`src/rtl/hazard_pkg.sv`:
```
// Shared types and helpers for the pipeline hazard controller.
package hazard_pkg;

  localparam int RD_MAX_W = 8;
  localparam int IF_STG   = 0;
  localparam int ID_STG   = 1;
  localparam int EX_STG   = 2;

  typedef enum logic [1:0] {
    RUN    = 2'd0,
    DRAIN  = 2'd1,
    HALTED = 2'd2
  } hz_state_e;

  typedef struct packed {
    logic                valid;
    logic [RD_MAX_W-1:0] rd;
    logic                is_load;
  } sb_entry_t;

  // x0 is hardwired, so a writer of x0 never creates a dependency.
  function automatic logic sb_match(input sb_entry_t e, input logic used,
                                    input logic [RD_MAX_W-1:0] addr);
    return used && e.valid && (e.rd != {RD_MAX_W{1'b0}}) && (e.rd == addr);
  endfunction

endpackage

```
`src/rtl/hazard_scoreboard.sv`:
```
// Shift scoreboard of in-flight register writers with youngest-match search.
import hazard_pkg::*;

module hazard_scoreboard #(
  parameter int NUM_STAGES = 5,
  parameter int SEL_W      = 3
) (
  input  logic                clk,
  input  logic                rst,
  input  sb_entry_t           entry_in,
  input  logic                rs1_used,
  input  logic [RD_MAX_W-1:0] rs1_addr,
  input  logic                rs2_used,
  input  logic [RD_MAX_W-1:0] rs2_addr,
  output logic [SEL_W-1:0]    rs1_stg,
  output logic                rs1_load,
  output logic [SEL_W-1:0]    rs2_stg,
  output logic                rs2_load
);

  sb_entry_t sb_r [EX_STG:NUM_STAGES-1];

  // Entries advance one stage per cycle; the WB entry falls off the end.
  always_ff @(posedge clk or negedge rst) begin
    if (!rst) begin
      for (int k = EX_STG; k < NUM_STAGES; k++) sb_r[k] <= '0;
    end else begin
      sb_r[EX_STG] <= entry_in;
      for (int k = EX_STG + 1; k < NUM_STAGES; k++) sb_r[k] <= sb_r[k-1];
    end
  end

  // Scan oldest to youngest so the youngest match (smallest k) is left last.
  // WB is excluded: the write-first register file already covers it.
  always_comb begin
    rs1_stg  = {SEL_W{1'b0}};
    rs1_load = 1'b0;
    rs2_stg  = {SEL_W{1'b0}};
    rs2_load = 1'b0;
    for (int k = NUM_STAGES - 2; k >= EX_STG; k--) begin
      rs1_stg  = sb_match(sb_r[k], rs1_used, rs1_addr) ? SEL_W'(k) : rs1_stg;
      rs1_load = sb_match(sb_r[k], rs1_used, rs1_addr) ? sb_r[k].is_load : rs1_load;
      rs2_stg  = sb_match(sb_r[k], rs2_used, rs2_addr) ? SEL_W'(k) : rs2_stg;
      rs2_load = sb_match(sb_r[k], rs2_used, rs2_addr) ? sb_r[k].is_load : rs2_load;
    end
  end

endmodule

```
`src/rtl/hazard_ctrl_unit.sv`:
```
// Pipeline hazard controller: stall/flush vectors, EX forwarding, halt drain.
// Optional feature macro: HAZARD_FWD_EN (operand forwarding; without it, RAW hazards stall).
import hazard_pkg::*;

module hazard_ctrl_unit #(
  parameter  int NUM_STAGES = 5,
  parameter  int REG_AW     = 5,
  parameter  int LOAD_STAGE = 3,
  localparam int SEL_W      = $clog2(NUM_STAGES)
) (
  input  logic                  clk,
  input  logic                  rst,
  input  logic                  id_valid,
  input  logic [REG_AW-1:0]     id_rs1_addr,
  input  logic [REG_AW-1:0]     id_rs2_addr,
  input  logic                  id_rs1_used,
  input  logic                  id_rs2_used,
  input  logic [REG_AW-1:0]     id_rd_addr,
  input  logic                  id_rd_we,
  input  logic                  id_is_load,
  input  logic                  id_is_halt,
  input  logic                  ex_branch_taken,
  input  logic                  resume,
  output logic [NUM_STAGES-1:0] stall,
  output logic [NUM_STAGES-1:0] flush,
  output logic [SEL_W-1:0]      fwd_rs1_sel,
  output logic [SEL_W-1:0]      fwd_rs2_sel,
  output logic                  halted
);

  hz_state_e             state_r, state_next_s;
  logic [SEL_W-1:0]      cnt_r, cnt_next_s;
  logic                  halted_r;
  logic [NUM_STAGES-1:0] stall_s, flush_s;
  logic                  accept_s;
  sb_entry_t             entry_s;
  logic [SEL_W-1:0]      rs1_stg_s, rs2_stg_s;
  logic                  rs1_load_s, rs2_load_s;
  logic [SEL_W:0]        rs1_pos_s, rs2_pos_s;
  logic                  load_use_s, hazard_s;

  hazard_scoreboard #(
    .NUM_STAGES (NUM_STAGES),
    .SEL_W      (SEL_W)
  ) u_sb (
    .clk      (clk),
    .rst      (rst),
    .entry_in (entry_s),
    .rs1_used (id_valid && id_rs1_used),
    .rs1_addr (RD_MAX_W'(id_rs1_addr)),
    .rs2_used (id_valid && id_rs2_used),
    .rs2_addr (RD_MAX_W'(id_rs2_addr)),
    .rs1_stg  (rs1_stg_s),
    .rs1_load (rs1_load_s),
    .rs2_stg  (rs2_stg_s),
    .rs2_load (rs2_load_s)
  );

  // Halts and non-writers occupy a slot but never match.
  always_comb begin
    entry_s.valid   = accept_s && id_rd_we && !id_is_halt;
    entry_s.rd      = RD_MAX_W'(id_rd_addr);
    entry_s.is_load = id_is_load;
  end

  // Match positions are judged where the producer will sit next cycle.
  assign rs1_pos_s = {1'b0, rs1_stg_s} + {{SEL_W{1'b0}}, 1'b1};
  assign rs2_pos_s = {1'b0, rs2_stg_s} + {{SEL_W{1'b0}}, 1'b1};

  assign load_use_s =
      ((rs1_stg_s != {SEL_W{1'b0}}) && rs1_load_s && (rs1_pos_s <= (SEL_W+1)'(LOAD_STAGE))) ||
      ((rs2_stg_s != {SEL_W{1'b0}}) && rs2_load_s && (rs2_pos_s <= (SEL_W+1)'(LOAD_STAGE)));

`ifdef HAZARD_FWD_EN
  assign hazard_s = load_use_s;
`else
  assign hazard_s = load_use_s || (rs1_stg_s != {SEL_W{1'b0}}) || (rs2_stg_s != {SEL_W{1'b0}});
`endif

  // Next state, drain counter and per-stage stall/flush, in priority order.
  always_comb begin
    state_next_s = state_r;
    cnt_next_s   = cnt_r;
    stall_s      = {NUM_STAGES{1'b0}};
    flush_s      = {NUM_STAGES{1'b0}};
    accept_s     = 1'b0;
    case (state_r)
      RUN: begin
        if (ex_branch_taken) begin
          flush_s[ID_STG:IF_STG] = 2'b11;
        end else if (hazard_s) begin
          stall_s[ID_STG:IF_STG] = 2'b11;
          flush_s[EX_STG]        = 1'b1;
        end else begin
          accept_s = id_valid;
          if (id_valid && id_is_halt) begin
            state_next_s = DRAIN;
            cnt_next_s   = SEL_W'(NUM_STAGES - 2);
          end else begin
            state_next_s = RUN;
          end
        end
      end
      DRAIN: begin
        stall_s[ID_STG:IF_STG] = 2'b11;
        flush_s[EX_STG]        = 1'b1;
        if (cnt_r <= {{(SEL_W-1){1'b0}}, 1'b1}) begin
          cnt_next_s   = {SEL_W{1'b0}};
          state_next_s = HALTED;
        end else begin
          cnt_next_s = cnt_r - {{(SEL_W-1){1'b0}}, 1'b1};
        end
      end
      HALTED: begin
        stall_s = {NUM_STAGES{1'b1}};
        if (resume) begin
          state_next_s = RUN;
        end else begin
          state_next_s = HALTED;
        end
      end
      default: begin
        state_next_s = RUN;
        cnt_next_s   = {SEL_W{1'b0}};
      end
    endcase
  end

  // FSM state, drain counter and halted flag.
  always_ff @(posedge clk or negedge rst) begin
    if (!rst) begin
      state_r  <= RUN;
      cnt_r    <= {SEL_W{1'b0}};
      halted_r <= 1'b0;
    end else begin
      state_r  <= state_next_s;
      cnt_r    <= cnt_next_s;
      halted_r <= (state_next_s == HALTED);
    end
  end

  assign stall  = stall_s;
  assign flush  = flush_s;
  assign halted = halted_r;

`ifdef HAZARD_FWD_EN
  logic [SEL_W-1:0] fwd_rs1_r, fwd_rs2_r;

  // Selects follow the instruction into EX and hold while ID is stalled.
  always_ff @(posedge clk or negedge rst) begin
    if (!rst) begin
      fwd_rs1_r <= {SEL_W{1'b0}};
      fwd_rs2_r <= {SEL_W{1'b0}};
    end else if (stall_s[ID_STG]) begin
      fwd_rs1_r <= fwd_rs1_r;
      fwd_rs2_r <= fwd_rs2_r;
    end else if (accept_s) begin
      fwd_rs1_r <= (rs1_stg_s != {SEL_W{1'b0}}) ? rs1_pos_s[SEL_W-1:0] : {SEL_W{1'b0}};
      fwd_rs2_r <= (rs2_stg_s != {SEL_W{1'b0}}) ? rs2_pos_s[SEL_W-1:0] : {SEL_W{1'b0}};
    end else begin
      fwd_rs1_r <= {SEL_W{1'b0}};
      fwd_rs2_r <= {SEL_W{1'b0}};
    end
  end

  assign fwd_rs1_sel = fwd_rs1_r;
  assign fwd_rs2_sel = fwd_rs2_r;
`else
  assign fwd_rs1_sel = {SEL_W{1'b0}};
  assign fwd_rs2_sel = {SEL_W{1'b0}};
`endif

endmodule

```
`config.mk`:
```
export PLATFORM = sky130hd
export DESIGN_NAME = hazard_ctrl_unit
export DESIGN_NICKNAME = d
export VERILOG_FILES = /design/src/rtl/hazard_pkg.sv /design/src/rtl/hazard_scoreboard.sv /design/src/rtl/hazard_ctrl_unit.sv
export SDC_FILE = /design/constraint.sdc
export NUM_CORES = 1
export LEC_CHECK = 0
export ABC_AREA = 1
export CAP_MARGIN = 0
export CORE_UTILIZATION = 47
export DETAILED_ROUTE_END_ITERATION = 8
export GPL_TIMING_DRIVEN = 0
export PLACE_DENSITY_LB_ADDON = 0.2
export SLEW_MARGIN = 10
export SYNTH_ARGS = -nofsm -noshare
export SYNTH_HDL_FRONTEND = slang
export SYNTH_SLANG_ARGS = --single-unit
```
`constraint.sdc`:
```
create_clock -name clk -period 1.9 [get_ports clk]
set_input_delay 0.38 -clock clk [delete_from_list [all_inputs] [get_ports clk]]
set_output_delay 0.38 -clock clk [all_outputs]
set_load 0.02 [all_outputs]
```
==> run_results.csv <==
group,metric,value,unit
final_layout,num_antenna_cells,0,
route,post-route-drc-count,0,
run_status,violations,"negative setup slack",
setup_path,rr_startpoint,"u_sb.sb_r[12]$_DFF_PN0_",
yosys,synth_compound_area_share,4.22,%
yosys,yosys.area.top_type,"dfrtp_1",
yosys,avgSynthCellArea,6.86,um^2
setup_path,required,1.52,ns
route,wl_per_cell,9.29,um
placement,placed_area,1780,um^2
timing,hold_ws,0.430,ns
global_routing,grt_pass1_wl,4.50,mm
cts,cts_sinks,18,
power,power_density,934,nW/um^2
cts,root_buffer,"clkbuf_4",
power,vdd_drop_max,1.07,mV
setup_path,worstReg2RegEnd,"halted$_DFF_PN0_",
setup_path,crit_path_start,"u_sb.sb_r[12]$_DFF_PN0_",
timing,finalHoldViolCount,0,
timing,worst_slack,-0.310,ns
timing,setup_violations,3,
timing,fin_crit_sh,116,%
setup_path,rr_worst_depth,12,
global_routing,grt-ovfl-total,0,
timing,setup_tns,-0.813,ns
floorplan,ios,42,
cts,clk_pin_slew,0.10,ns
global_routing,grt_pass1_vias,1090,
min_path,hold_path_startpoint,"u_sb.sb_r[29]$_DFF_PN0_",
route,drt.antenna.violating_nets,0,
cts,tritoncts,"yes",
final_layout,fillers,247,
yosys,muxShareOfSynthArea,0,%
route,dr.pass1.iters,4,
final_layout,final_area,1930,um^2
final_layout,final_cell_mix,"61 x nand2_1, 29 x inv_1, 27 x buf_4, 16 x nor2_1, 15 x dfrtp_1",
final_layout,layout_commonest_cell,"nand2_1",
power,p_leak,1.08,nW
job,drv_cap,0,
yosys,netlist_area,1390,um^2
placement,gp_congestion,0.790,
placement,numPlacedInstances,273,
route,viasPerCell,4.38,
floorplan,dieArea,3180,um^2
floorplan,start_util,50.1,%
final_layout,multi_input_area,768,um^2
yosys,synth_cells,203,
setup_path,reg2reg_slack,0.25,ns
final_layout,drive_gt1_share,29.6,%
timing,fmax,0.453,GHz
setup_path,end_kind,"output port",
power,finalPower,1.81,mW
yosys,synthAdderAreaFrac,5.39,%
setup_path,arrival,1.83,ns
timing,min_period,2.21,ns
cts,insertion_delay,0.29,ns
timing,worstMarginPinSlew,0.793,ns
global_routing,antenna_found_initial,0,
yosys,ys_warn_count,0,
final_layout,seqCellArea,454,um^2
cts,cts_buffers,3,
yosys,synth-simple-area-share,34.6,%
route,routed_wl,2.70,mm
setup_path,crit_type,"flip-flop to output port",
floorplan,die_w,56.4,um
timing,maxSlewHeadroom,47.0,%
cts,clock_tree.buffer_depth,2,
timing,final_max_slew_viol_count,0,
setup_path,cp-start-kind,"flip-flop",
floorplan,core_area,2780,um^2
yosys,synth_top_family_by_area,"simple AND/OR/NAND/NOR gates",
yosys,synth_area_leaders,"dfrtp_1 32%, nand2_1 17%, inv_1 8.9%, buf_4 7.0%, ha_1 5.4%",
yosys,synth_seq_cells,18,
yosys,synth_xor_xnor_area_share,5.66,%
placement,portBuffers,32,
setup_path,cp_max_fo,3,
cts,htree_num_levels,1,
final_layout,nNetsFinal,292,
final_layout,final_cells,291,
route,drt_iter0_drc,27,
timing,skew,0.0111,ns
yosys,yosysTopAreaCellShare,32.3,%
floorplan,row_count,19,
min_path,hp-class,"flip-flop to flip-flop",
setup_path,endpoint,"stall[1]",
final_layout,area_delta_synth_final,38.8,%
route,route.vias.total,1275,
floorplan,die_h,56.4,um
run_status,status,"finished with violations",
placement,place_hpwl,2.09,mm
yosys,yosysSeqAreaShare,32.3,%
global_routing,grt_max_degree,19,
yosys,synth.distinct_cells,24,
timing,rsz0062_at_grt,"true",
global_routing,grt_usage,17.8,%
-- stage by stage --
| step | worst slack, ns | utilization [%] |
|---|---|---|
| 3_5_place_dp | -0.991 | 64.1 |
| 3_3_place_gp | -0.980 | 64.1 |
| 5_1_grt | -0.468 | 69.5 |
| 6_report | -0.310 | 69.5 |
| 2_1_floorplan | 0.0174 | - |
| 4_1_cts | -0.315 | 68.0 |
-- cell families after synthesis --
family / count (synthesis)
and+or+nand+nor: 108
buffers and inverters: 52
DFF: 18
AOI/OAI and AO/OA: 9
xor gates and xnor gates: 9
adders and majority gates: 6
other: 1
-- timing repair --
item	4_1_cts	5_1_grt
setup buffers	11	3
gates resized for setup	49	14
endpoints found under the setup margin	8	7
hold buffers	0	0
pin swaps	12	9
-- sequential cells by signal, summed over array words and instances (netlist names) --
name,cells
state_r,2
u_sb.sb_r,12
halted,1
cnt_r,3
-- critical path, stage by stage (launching register included) --
cell and delay [ns]:
dfrtp_1 0.42, xnor2_1 0.23, nand2_1 0.09, nor2_1 0.10, nand2_1 0.07, nand2_2 0.09
nor2_4 0.04, inv_2 0.05, nand3_2 0.08, a21oi_2 0.14, buf_4 0.12, buf_6 0.10
-- power breakdown --
| part | internal, mW | total, mW | leakage, nW | switching [mW] |
|---|---|---|---|---|
| Clock | 0.117 | 0.231 | 0.0210 | 0.114 |
| Combinational | 0.500 | 1.07 | 0.839 | 0.573 |
| Sequential | 0.453 | 0.502 | 0.219 | 0.0495 |
-- worst min path at each step --
stage	to	cells after the start
after detailed placement	u_sb.sb_r[19]$_DFF_PN0_	0
after CTS	u_sb.sb_r[19]$_DFF_PN0_	0
after global placement	u_sb.sb_r[19]$_DFF_PN0_	0
after global routing	u_sb.sb_r[19]$_DFF_PN0_	0
after floorplan	cnt_r[0]$_DFFE_PN0P_	0
final	u_sb.sb_r[19]$_DFF_PN0_	0
-- synthesized netlist by cell type --
library cell / n
a211oi_1: 1
a21oi_1: 2
a21oi_2: 1
a22oi_1: 3
buf_4: 13
clkinv_1: 2
conb_1: 1
dfrtp_1: 18
ha_1: 6
inv_1: 33
inv_2: 4
nand2_1: 63
nand2_2: 7
nand3_1: 8
nand3_2: 4
nand4_1: 1
nor2_1: 18
nor2_2: 5
nor2_4: 1
nor3_1: 1
o21ai_0: 1
o21ai_1: 1
xnor2_1: 8
xor2_1: 1
-- routing by layer --
metal | up-vias | wire, um | GRT usage, % | share of wire, %
met3 | 0 | 134 | 5.30 | 5.0
li1 | 698 | - | - | -
met5 | - | 0 | 0 | 0
met4 | 0 | 0 | 1.05 | 0
met2 | 31 | 1200 | 27.6 | 45
met1 | 546 | 1360 | 25.8 | 50
-- cell type report --
class	count	area share, %
repair buffers	46	20.1
flip-flops and latches	18	23.5
inverters	39	7.57
plain buffers	13	5.24
well taps	31	2.01
multi-input cells	140	39.7
clock buffers	4	1.88
Power figures use the tool's default switching activity.
